==> config.mk <==
export PLATFORM = sky130hd
export DESIGN_NAME = dac_controller
export DESIGN_NICKNAME = d
export VERILOG_FILES = /design/src/rtl/dac_controller.sv
export SDC_FILE = /design/constraint.sdc
export NUM_CORES = 1
export LEC_CHECK = 0
export CAP_MARGIN = 20
export CORE_MARGIN = 3
export CORE_UTILIZATION = 45
export DETAILED_ROUTE_END_ITERATION = 8
export GPL_ROUTABILITY_DRIVEN = 0
export PLACE_DENSITY_LB_ADDON = 0.3
export SKIP_CTS_REPAIR_TIMING = 1
export SYNTH_ARGS = -nofsm -noshare
export SYNTH_HDL_FRONTEND = slang
export SYNTH_SLANG_ARGS = --single-unit
==> constraint.sdc <==
create_clock -name clk_in -period 9.1 [get_ports clk_in]
set_input_delay 1.82 -clock clk_in [delete_from_list [all_inputs] [get_ports clk_in]]
set_output_delay 1.82 -clock clk_in [all_outputs]
set_load 0.05 [all_outputs]
==> src/rtl/dac_controller.sv <==
// dac_controller
//   Serial write controller for an 8-channel, 16-bit DAC (DAC8568-style
//   32-bit frames, MSB first). Each channel keeps only the most recent word
//   from the PID core together with a pending flag. Pending channels are served
//   round-robin. After reset a single internal-reference-enable frame is sent
//   before any data frame.
//
// Ports
//   clk_in         serial/system clock
//   reset_in       asynchronous active-high reset
//   data_in        unsigned DAC code
//   chan_in        target channel of data_in
//   data_valid_in  latch data_in into buffer[chan_in] and mark it pending
//   n_sync_out     frame sync to the DAC, active low
//   sclk_out       serial clock to the DAC (n_sync_out | clk_in)
//   din_out        serial data to the DAC, changes on rising clk_in
//   busy_out       high whenever the controller is not idle
//   wr_done_out    one-cycle pulse after a data frame completes
//   chan_done_out  channel of the last completed data frame
module dac_controller #(
  parameter int N_CHAN = 8,
  parameter int W_DATA = 16,
  parameter int T_GAP  = 2
) (
  input  logic              clk_in,
  input  logic              reset_in,
  input  logic [W_DATA-1:0] data_in,
  input  logic [2:0]        chan_in,
  input  logic              data_valid_in,
  output logic              n_sync_out,
  output logic              sclk_out,
  output logic              din_out,
  output logic              busy_out,
  output logic              wr_done_out,
  output logic [2:0]        chan_done_out
);

  localparam logic [31:0]   INIT_FRAME = 32'h0800_0001;
  localparam logic [3:0]    N_CHAN_L   = 4'(N_CHAN);
  localparam int            GW         = (T_GAP > 1) ? $clog2(T_GAP) : 1;
  localparam logic [GW-1:0] GAP_LAST   = GW'(T_GAP - 1);

  typedef enum logic [2:0] {
    ST_INIT,
    ST_IDLE,
    ST_LOAD,
    ST_SHIFT,
    ST_GAP
  } state_t;

  state_t            state;
  logic [W_DATA-1:0] buffer [N_CHAN];
  logic [N_CHAN-1:0] pending;
  logic [2:0]        last_chan;
  logic [2:0]        cur_chan;
  logic              is_data;
  logic [31:0]       shreg;
  logic [4:0]        bit_cnt;
  logic [GW-1:0]     gap_cnt;

  logic [2:0]        sel_chan;
  logic              sel_found;
  logic [3:0]        search_idx;
  logic [31:0]       data_frame;
  logic              wr_ok;

  // The shift register is zero-filled as it shifts, so it is all zeros
  // outside a frame and din_out idles low without extra gating.
  assign din_out  = shreg[31];
  assign sclk_out = n_sync_out | clk_in;
  assign busy_out = (state != ST_IDLE);

  assign wr_ok = data_valid_in && ({1'b0, chan_in} < N_CHAN_L);

  // Round-robin pick: first pending channel starting just after last_chan.
  always_comb begin
    sel_chan   = last_chan;
    sel_found  = 1'b0;
    search_idx = '0;
    for (int i = 1; i <= N_CHAN; i++) begin
      search_idx = {1'b0, last_chan} + 4'(i);
      if (search_idx >= N_CHAN_L) begin
        search_idx = search_idx - N_CHAN_L;
      end
      if (!sel_found && pending[search_idx[2:0]]) begin
        sel_chan  = search_idx[2:0];
        sel_found = 1'b1;
      end
    end
  end

  // Write-and-update frame: prefix 0, control 3, address, data, feature 0.
  assign data_frame = {4'b0000, 4'b0011, 1'b0, sel_chan, buffer[sel_chan], 4'b0000};

  always_ff @(posedge clk_in or posedge reset_in) begin
    if (reset_in) begin
      state         <= ST_INIT;
      n_sync_out    <= 1'b1;
      shreg         <= '0;
      bit_cnt       <= '0;
      gap_cnt       <= '0;
      wr_done_out   <= 1'b0;
      chan_done_out <= '0;
      pending       <= '0;
      last_chan     <= 3'(N_CHAN - 1);
      cur_chan      <= '0;
      is_data       <= 1'b0;
      for (int i = 0; i < N_CHAN; i++) begin
        buffer[i] <= '0;
      end
    end else begin
      wr_done_out <= 1'b0;

      case (state)
        ST_INIT: begin
          shreg      <= INIT_FRAME;
          bit_cnt    <= '0;
          is_data    <= 1'b0;
          n_sync_out <= 1'b0;
          state      <= ST_SHIFT;
        end

        ST_IDLE: begin
          if (|pending) begin
            state <= ST_LOAD;
          end
        end

        ST_LOAD: begin
          shreg             <= data_frame;
          pending[sel_chan] <= 1'b0;
          last_chan         <= sel_chan;
          cur_chan          <= sel_chan;
          is_data           <= 1'b1;
          bit_cnt           <= '0;
          n_sync_out        <= 1'b0;
          state             <= ST_SHIFT;
        end

        ST_SHIFT: begin
          shreg   <= {shreg[30:0], 1'b0};
          bit_cnt <= bit_cnt + 5'd1;
          if (bit_cnt == 5'd31) begin
            n_sync_out <= 1'b1;
            gap_cnt    <= '0;
            state      <= ST_GAP;
            if (is_data) begin
              wr_done_out   <= 1'b1;
              chan_done_out <= cur_chan;
            end
          end
        end

        ST_GAP: begin
          if (gap_cnt == GAP_LAST) begin
            state <= ST_IDLE;
          end else begin
            gap_cnt <= gap_cnt + 1'b1;
          end
        end

        default: state <= ST_INIT;
      endcase

      // Placed after the case so a write landing on the same channel in
      // ST_LOAD re-arms its pending bit; the frame already took the old value.
      if (wr_ok) begin
        buffer[chan_in]  <= data_in;
        pending[chan_in] <= 1'b1;
      end
    end
  end

endmodule

== Yosys cells after proc, flatten, opt, wreduce, memory -nomap -nowiden ==
Cells that the tools add are included.
Cells by class
  add/sub/neg operators: 18
  magnitude comparators: 23
  eq/ne operators: 9
  multiplexer cells: 66
  bitwise gates (word level): 6
  reductions and logical operators: 28
Operators with widths (number)
  128-bit bitwise mux: 1
  32-bit one-hot mux with 3 select lines: 1
  3-bit 2-to-1 mux: 19
  16-bit binary-select mux with 3-bit select: 1
  16-bit demux with 3-bit select: 1
  16-bit 2-to-1 mux: 3
  4-bit greater-or-equal comparator, second input constant: 10
  3-bit by 4-bit < comparator with 1-bit output, second input constant: 10
  1-bit binary-select mux with 3-bit select: 8
  3-bit by 1-bit subtractor with 3-bit output, second input constant: 8
  1-bit 2-to-1 mux: 23
  3-bit by 3-bit adder with 4-bit output, second input constant: 4
  8-bit 2-to-1 mux: 2
  3-bit one-hot mux with 4 select lines: 1
  1-bit logical AND: 10
  5-bit one-hot mux with 2 select lines: 1
  3-bit by 2-bit adder with 4-bit output, second input constant: 2
  8-bit bitwise AND: 1
  3-bit NOT with 4-bit output: 2
  8-bit NOT: 1
  8-bit bitwise OR: 1
  8-bit OR reduction: 1
  1-bit logical NOT: 7
  1-bit demux with 3-bit select: 2
  other kinds (20): 30
Word-level totals
  bits in registers: 189
  input port bits: 22
  output and inout port bits: 8
  logic and storage cells: 169

== Longest topological paths before layout ==
Gate-level depths: netlist of run 1.
  depth in word-level cells: 36
  mapped depth: 18
  gate-level depth less buffers: 12

==> results.sh, run 1 <==
export IMPL_status="complete, no violations"
export IMPL_syn_to_final_growth_pct=11.6
export IMPL_grt_total_usage_pct=19.5
export IMPL_routed_wl_um=22200
export IMPL_syn_area_um2=9710
export IMPL_insertion_delay_ps=550
export IMPL_post_place_ws_ps=1770
export IMPL_synth_most_common_cell="dfrtp_1"
export IMPL_syn_num_nets=916
export IMPL_std_cell_rows=53
export IMPL_cp_arrival_ps=5770
export IMPL_drive_gt1_share_pct=24.2
export IMPL_die_x_um=153
export IMPL_tightest_slew_ps=1080
export IMPL_synthTopCellsByCount="185 x dfrtp_1, 142 x nand2_1, 139 x mux2_2, 87 x nand3_1, 33 x a21oi_1"
export IMPL_switchingPower_uw=545
export IMPL_p_clk_share_pct=40.5
export IMPL_core_um2=21100
export IMPL_die_area_um2=23400
export IMPL_wl_per_cell_um=18.8
export IMPL_hold_class="reg2reg"
export IMPL_ys_seq_area_share_pct=48.8
export IMPL_critPathMaxStageDelay_ps=700
export IMPL_synth_edf_count=0
export IMPL_path_depth=4
export IMPL_p_int_uw=1640
export IMPL_die_h_um=153
export IMPL_synth_flop_cell="dfrtp_1"
export IMPL_holdPathStages=2
export IMPL_peakVddDrop_mv=0.128
export IMPL_syn_area_per_cell_um2=10.9
export IMPL_startpoint="clk_in"
export IMPL_netlist_area_leader_share_pct=47.7
export IMPL_startpoint_type="clock port"
export IMPL_ios=30
export IMPL_final_cell_area_um2=10800
export IMPL_crit_path_cell_trace="clkbuf_16 -> clkbuf_16 -> or2_2 -> clkdlybuf4s50_1"
export IMPL_synth_distinct_cells=72
export IMPL_critPathMostFrequentCell="clkbuf_16"
export IMPL_r2r_end="shreg[5]"
export IMPL_critPathTopFamily="buffers and inverters"
export IMPL_cp_endpoint="sclk_out"
export IMPL_holdWs_ps=472
export IMPL_final_hold_viol_count=0
export IMPL_total_power_uw=2180
export IMPL_synth_warnings=0
export IMPL_antenna_found_initial=0
export IMPL_slew_limit_headroom_pct=27.5
export IMPL_grt_pass1_wl_um=36600
export IMPL_cp_data_required_time_ps=7280
export IMPL_grt_pass1_vias=6731
export IMPL_tns_ps=0
export IMPL_async_flop_share_pct=100
export IMPL_fin_skew_ps=8.76
export IMPL_placed_area_um2=10100
export IMPL_rsz0062_at_grt="false"
export IMPL_vias=6857
export IMPL_end_kind="primary output"
export IMPL_port_buffers=29
export IMPL_critPathKind="clk2out"
export IMPL_setup_viol=0
export IMPL_viasPerCell=5.80
export IMPL_reg2reg_from="last_chan[0]"
export IMPL_p_comb_share_pct=11.3
export IMPL_rr_worst_depth=11
export IMPL_start_util_pct=46.0
export IMPL_r2r_slack_ps=4080
export IMPL_grt_max_degree=107
export IMPL_final_nets=921
export IMPL_dp_hpwl_um=12900
export IMPL_max_cap_viol_count=0
export IMPL_gr_total_overflow=0
export IMPL_path_clk_slew_ps=70
export IMPL_yosys_area_top_type="dfrtp_1"
export IMPL_maxSlewViolCount=0
export IMPL_drcViolationCount=0
export IMPL_ys_ff_latch=189
export IMPL_seqPwrFrac_pct=48.3
export IMPL_power_leakage_uw=0.00474
export IMPL_dr_first_iter_drc_count=466
export IMPL_power_density_nw_per_um2=201
export IMPL_diodes=0
export IMPL_cp_max_fo=2
export IMPL_power_share_switching_pct=25.0
export IMPL_first_pass_iters=4
export IMPL_fillCellCount=1896
export IMPL_detail_route_antenna_nets=0
export IMPL_syn_instance_count=890
export IMPL_setup_ws_ps=1510
export IMPL_ys_top_cells_by_area="dfrtp_1 48%, mux2_2 16%, nand2_1 5.5%"
export IMPL_cts_tree="yes"
export IMPL_critPathBufInv=3
export IMPL_slowest_stage="clkdlybuf4s50_1"
export IMPL_worstHoldStart="shreg[2]"
## worst register-to-register path: cells and delay by family, from the launching register on
family | cells | cell delay (ps)
compound gates | 5 | 1420
buf+inv | 1 | 210
flops | 1 | 990
simple gates | 1 | 650
fa+ha+maj | 1 | 660
mux | 3 | 970
## power by group through the flow
stage / registers (uW) / logic, uW / clock network [uW]
final: 1050 / 246 / 882
after global routing: 1070 / 275 / 934
after CTS: 1050 / 249 / 896
after detailed placement: 1070 / 248 / 29.1
after global placement: 1060 / 237 / 29.1
after floorplan: 1050 / 192 / 21.2
## cells in the final DEF (no fill, tap or decap), drive strengths merged, types with 4 or more instances in the layout
cell type	synthesis	final
and3	32	32
nor3	14	14
clkbuf	29	21
nand2	142	142
inv	8	12
dfrtp	185	185
nand4b	4	4
xnor2	4	4
mux2i	31	31
buf	30	13
mux2	142	142
a22o	4	4
mux4	6	6
a211o	15	15
o21ai	15	15
ha	4	4
nand3	87	87
clkinv	2	6
a21oi	33	33
o22ai	4	4
nor2	22	22
nand2b	12	12
and2	5	5
dfstp	4	4
clkdlybuf4s50	0	29
or2	5	5
## registers in the layout, summed over array words and instances (netlist names)
register       count
pending            8
state              3
is_data            1
shreg             32
chan_done_out      3
cur_chan           3
last_chan          3
buffer           128
wr_done_out        1
n_sync_out         1
bit_cnt            5
gap_cnt            1
## how the worst min path moves through the flow
stage                end
2_1_floorplan  shreg[29]
3_3_place_gp   shreg[30]
3_5_place_dp    shreg[2]
4_1_cts         shreg[3]
5_1_grt        shreg[29]
6_report        shreg[3]
## layer usage
layer	vias to the layer above	GRT usage (%)	wire, um
li1	3199	-	-
met1	3515	27.1	10400
met2	120	31.1	10600
met3	23	4.76	920
met4	0	5.05	286
met5	-	0	0
## logic make-up after synthesis
group                    count (synthesis)  share of synthesized area [%]
AO/OA/AOI/OAI                          106                           8.29
XOR/XNOR                                 7                          0.786
buffers and inverters                   69                           3.98
flip-flops                             189                           48.8
multiplexers                           179                           21.2
AND/OR/NAND/NOR                        336                           16.5
adder cells (fa/ha/maj)                  4                          0.516
## cell type report
type	instances	area [um2]	share of cell area, %
inverter	10	45.0	0.416
clock buffer	22	524	4.84
clock inverter	14	181	1.67
tap	275	344	3.18
timing repair buffer	41	398	3.67
multi-input combinational	632	4610	42.5
sequential	189	4730	43.7
## through the flow
stage / utilization (%) / std cells
after global placement: 48.0 / 1147
after CTS: 51.3 / 1182
after detailed placement: 48.0 / 1147
after floorplan: - / 890
after global routing: 51.4 / 1183
final: 51.4 / 1183
Note: power is estimated with default switching activity, not from simulation.
==> run 2: changes to the inputs <==
==> constraint.sdc (replaced) <==
create_clock -name clk_in -period 7.9 [get_ports clk_in]
set_input_delay 1.58 -clock clk_in [delete_from_list [all_inputs] [get_ports clk_in]]
set_output_delay 1.58 -clock clk_in [all_outputs]
set_load 0.05 [all_outputs]
==> run 2 against run 1 <==
Sequential power rose by 15%. Clock power rose by 8.7%. Cell count unchanged. Critical endpoint unchanged. Largest power group unchanged.
==> results.sh, run 2 (synthesized netlist as in run 1, its figures left out) <==
export IMPL_drcViolationCount=0
export IMPL_dr_first_iter_drc_count=491
export IMPL_std_cell_rows=53
export IMPL_seqPwrFrac_pct=49.4
export IMPL_first_pass_iters=5
export IMPL_diodes=0
export IMPL_fin_skew_ps=11.0
export IMPL_fin_util_pct=51.2
export IMPL_crit_path_cell_trace="clkbuf_16 -> clkbuf_16 -> or2_2 -> clkdlybuf4s50_1"
export IMPL_final_cell_area_um2=10800
export IMPL_die_h_um=153
export IMPL_placed_area_um2=10100
export IMPL_core_um2=21100
export IMPL_max_cap_viol_count=0
export IMPL_r2r_end="pending[0]"
export IMPL_status="complete, no violations"
export IMPL_port_buffers=29
export IMPL_top_register="buffer"
export IMPL_rr_worst_depth=11
export IMPL_routed_wl_um=21900
export IMPL_path_clk_slew_ps=70
export IMPL_maxSlewViolCount=0
export IMPL_slew_limit_headroom_pct=28.0
export IMPL_worstHoldEndpoint="shreg[28]"
export IMPL_cp_arrival_ps=5180
export IMPL_critPathKind="clk2out"
export IMPL_grt_max_degree=147
export IMPL_start_util_pct=46.0
export IMPL_p_clk_share_pct=39.1
export IMPL_end_kind="primary output"
export IMPL_wl_per_cell_um=18.5
export IMPL_peakVddDrop_mv=0.127
export IMPL_grt_pass1_wl_um=35900
export IMPL_critPathTopFamily="buffers and inverters"
export IMPL_final_nets=921
export IMPL_die_area_um2=23400
export IMPL_power_share_switching_pct=25.8
export IMPL_r2r_slack_ps=2950
export IMPL_startpoint_type="clock port"
export IMPL_setup_viol=0
export IMPL_slowest_stage="clkdlybuf4s50_1"
export IMPL_rsz0062_at_grt="false"
export IMPL_tns_ps=0
export IMPL_p_int_uw=1820
export IMPL_insertion_delay_ps=550
export IMPL_fillCellCount=1847
export IMPL_cp_data_required_time_ps=6320
export IMPL_reg2reg_from="last_chan[0]"
export IMPL_ios=30
export IMPL_power_density_nw_per_um2=227
export IMPL_gr_total_overflow=0
export IMPL_critPathMaxStageDelay_ps=700
export IMPL_critPathBufInv=3
export IMPL_power_leakage_uw=0.00472
export IMPL_cts_tree="yes"
export IMPL_grt_total_usage_pct=19.2
export IMPL_dp_hpwl_um=12700
export IMPL_p_comb_share_pct=11.5
export IMPL_drive_gt1_share_pct=24.2
export IMPL_hold_class="reg2reg"
export IMPL_largest_reg_flops=128
export IMPL_antenna_found_initial=0
export IMPL_switchingPower_uw=633
export IMPL_biggestRegsByFlops="buffer: 128 flops, shreg: 32 flops, pending: 8 flops"
export IMPL_grt_pass1_vias=6698
export IMPL_vias=6825
export IMPL_viasPerCell=5.77
export IMPL_final_hold_viol_count=0
export IMPL_holdPathStages=2
export IMPL_critPathMostFrequentCell="clkbuf_16"
export IMPL_layout_commonest_cell="dfrtp_1"
export IMPL_final_cell_mix="185 x dfrtp_1, 141 x nand2_1, 139 x mux2_2, 87 x nand3_1, 33 x a21oi_1"
export IMPL_cp_max_fo=2
export IMPL_die_x_um=153
export IMPL_tightest_slew_ps=1080
export IMPL_worstHoldStart="shreg[27]"
export IMPL_detail_route_antenna_nets=0
export IMPL_syn_to_final_growth_pct=11.2
## run 2: changes by cell type in the layout (fill, tap and decap cells not counted)
cell,before,now
inv_6,3,4
clkinv_4,3,2
inv_8,2,5
clkinv_2,1,2
clkbuf_8,1,0
bufinv_16,3,1
clkinvlp_4,3,2
## run 2: worst register-to-register path, stage by stage (launching register included)
cell and delay (ps):
dfstp_2 990, inv_2 220, ha_1 670, mux2_2 400, mux2_1 290, o221a_2 290, o21ai_1 220, mux2i_1 280
nand2_2 650, or3_1 610, o21ai_0 160, nand2b_1 70
## run 2: worst max-delay path by stage
stage	startpoint	end	slack, ps	cells after the start
3_5_place_dp	clk_in	sclk_out	1410	2
6_report	clk_in	sclk_out	1140	4
2_1_floorplan	reset_in	bit_cnt[0]	1180	1
3_3_place_gp	clk_in	sclk_out	1410	2
5_1_grt	clk_in	sclk_out	1120	4
4_1_cts	clk_in	sclk_out	1140	4
## run 2: cell type report
type                            instances  area [um2]  area share (%)
Clock buffer                           21         510            4.73
Inverter                               10        45.0           0.417
Multi-Input combinational cell        632        4610            42.7
Sequential cell                       189        4730            43.9
Clock inverter                         15         153            1.41
Timing Repair Buffer                   41         398            3.69
Tap cell                              275         344            3.19
## run 2: power groups by stage
stage | registers, uW | clock network [uW] | logic (uW)
floorplan | 1210 | 24.4 | 221
global placement | 1220 | 33.6 | 273
detailed placement | 1230 | 33.6 | 285
CTS | 1210 | 981 | 286
global route | 1230 | 1020 | 317
finish | 1210 | 959 | 282
## run 2: per-layer routing
layer	wire, um	vias to the layer above	global-route usage [%]
met5	0	-	0
met4	426	0	6.32
met3	959	40	4.90
met2	10400	132	30.3
met1	10100	3454	26.0
li1	-	3199	-
## run 2: through the flow
step | power (uW) | setup slack, ps | instances | hold WS (ps)
detailed placement | 1550 | 1410 | 1147 | 460
floorplan | 1450 | 1180 | 890 | 438
CTS | 2480 | 1140 | 1182 | 480
global route | 2570 | 1120 | 1183 | 481
global placement | 1530 | 1410 | 1147 | 448
finish | 2450 | 1140 | 1183 | 474
==> run 3: changes to the inputs <==
--- a/config.mk
+++ b/config.mk
@@ -6,8 +6,11 @@
 export NUM_CORES = 1
 export LEC_CHECK = 0
 export CAP_MARGIN = 20
+export CELL_PAD_IN_SITES_DETAIL_PLACEMENT = 0
+export CELL_PAD_IN_SITES_GLOBAL_PLACEMENT = 1
 export CORE_MARGIN = 3
 export CORE_UTILIZATION = 45
+export CTS_CLUSTER_SIZE = 10
 export DETAILED_ROUTE_END_ITERATION = 8
 export GPL_ROUTABILITY_DRIVEN = 0
 export PLACE_DENSITY_LB_ADDON = 0.3
==> run 3 against run 2 <==
Register-to-register slack gained 70 ps. Count of clock-buffer cells in the layout grew 3. Cell area grew 0.52%. Cell count is essentially flat. Sequential power is essentially flat. Critical path type unchanged. First-iteration DRC count shrank 26%. Routed wire length grew 2.9%.
==> results.sh, run 3 (synthesized netlist as in run 1, its figures left out) <==
export IMPL_status="complete, no violations"
export IMPL_routed_wl_um=22500
export IMPL_seqPwrFrac_pct=47.9
export IMPL_seqCellArea_um2=4730
export IMPL_placed_area_um2=10100
export IMPL_reg2reg_from="last_chan[0]"
export IMPL_r2r_slack_ps=3020
export IMPL_peakVddDrop_mv=0.111
export IMPL_detail_route_antenna_nets=0
export IMPL_p_int_uw=1900
export IMPL_fillCellCount=1913
export IMPL_place_detailed_instances=1147
export IMPL_dp_hpwl_um=13000
export IMPL_cts_tree="yes"
export IMPL_maxSlewViolCount=0
export IMPL_final_nets=921
export IMPL_startpoint="clk_in"
export IMPL_rsz0062_at_grt="false"
export IMPL_start_util_pct=46.0
export IMPL_cp_arrival_ps=5180
export IMPL_max_cap_viol_count=0
export IMPL_switchingPower_uw=621
export IMPL_p_comb_share_pct=11.1
export IMPL_grt_max_degree=121
export IMPL_die_h_um=153
export IMPL_dr_first_iter_drc_count=361
export IMPL_die_x_um=153
export IMPL_final_cell_area_um2=10900
export IMPL_largest_reg_flops=128
export IMPL_grt_pass1_wl_um=37100
export IMPL_instances_no_fill=1184
export IMPL_antenna_found_initial=0
export IMPL_die_area_um2=23400
export IMPL_syn_to_final_growth_pct=11.8
export IMPL_std_cell_rows=53
export IMPL_tns_ps=0
export IMPL_viasPerCell=5.75
export IMPL_layout_commonest_cell="dfrtp_1"
export IMPL_power_share_switching_pct=24.6
export IMPL_power_density_nw_per_um2=233
export IMPL_grt_total_usage_pct=20.0
export IMPL_worstHoldStart="shreg[29]"
export IMPL_cp_data_required_time_ps=6320
export IMPL_top_register="buffer"
export IMPL_port_buffers=29
export IMPL_ios=30
export IMPL_biggestRegsByFlops="buffer: 128 flops, shreg: 32 flops, pending: 8 flops"
export IMPL_gr_total_overflow=0
export IMPL_end_kind="primary output"
export IMPL_insertion_delay_ps=560
export IMPL_total_power_uw=2520
export IMPL_drive_gt1_share_pct=24.2
export IMPL_power_leakage_uw=0.00475
export IMPL_hold_class="reg2reg"
export IMPL_path_clk_slew_ps=60
export IMPL_final_cell_mix="185 x dfrtp_1, 141 x nand2_1, 139 x mux2_2, 87 x nand3_1, 33 x a21oi_1"
export IMPL_cp_max_fo=2
export IMPL_fin_skew_ps=18.3
export IMPL_tightest_slew_ps=1060
export IMPL_grt_pass1_vias=6811
export IMPL_final_hold_viol_count=0
export IMPL_slew_limit_headroom_pct=29.2
export IMPL_core_um2=21100
export IMPL_critPathKind="clk2out"
export IMPL_wl_per_cell_um=19.0
export IMPL_setup_viol=0
export IMPL_startpoint_type="clock port"
export IMPL_vias=6810
export IMPL_first_pass_iters=5
export IMPL_drcViolationCount=0
export IMPL_p_clk_share_pct=41.1
export IMPL_fin_util_pct=51.5
export IMPL_multi_input_area_um2=4610
[run 3: cell types whose count changed in the layout (fill, tap and decap cells not counted), sizes merged]
cell / previous run / this run
clkbuf: 20 / 23
inv: 16 / 13
bufinv: 1 / 3
clkinv: 6 / 5
clkinvlp: 2 / 1
diode: 0 / 1
[run 3: per-stage QoR]
stage / hold slack [ps] / setup slack [ps]
floorplan: 438 / 1180
global placement: 454 / 1410
detailed placement: 455 / 1410
CTS: 470 / 1130
global route: 498 / 1130
finish: 466 / 1140
[run 3: area by class of cell]
type / count / area share, %
repair buffers: 41 / 3.60
well taps: 275 / 3.17
diodes: 1 / 0.0231
clock buffers: 24 / 5.09
clock inverters: 12 / 1.59
flip-flops and latches: 189 / 43.6
inverters: 10 / 0.415
multi-input cells: 632 / 42.5
[run 3: worst paths after layout]
path                                    to  cells after the start
max in group asynchronous       buffer[44]                      3
worst max register to register    shreg[8]                     12
min in group asynchronous       buffer[99]                      2
worst max-delay path              sclk_out                      4
worst min register to register   shreg[30]                      2
worst min-delay path             shreg[30]                      2
[run 3: metal layers]
layer	share of wire [%]	track usage [%]
met5	0	0
met4	1.3	6.19
met3	3.1	4.45
met2	47	31.0
met1	49	28.2
[run 3: worst max-delay path: stages]
cell	delay (ps)
clkbuf_16	120
clkbuf_16	130
or2_2	280
clkdlybuf4s50_1	700
[run 3: power groups by stage]
stage / combinational [uW] / sequential, uW / clock, uW
2_1_floorplan: 221 / 1210 / 24.4
3_3_place_gp: 274 / 1220 / 33.6
3_5_place_dp: 283 / 1230 / 33.6
4_1_cts: 284 / 1210 / 1060
5_1_grt: 315 / 1230 / 1100
6_report: 279 / 1210 / 1040
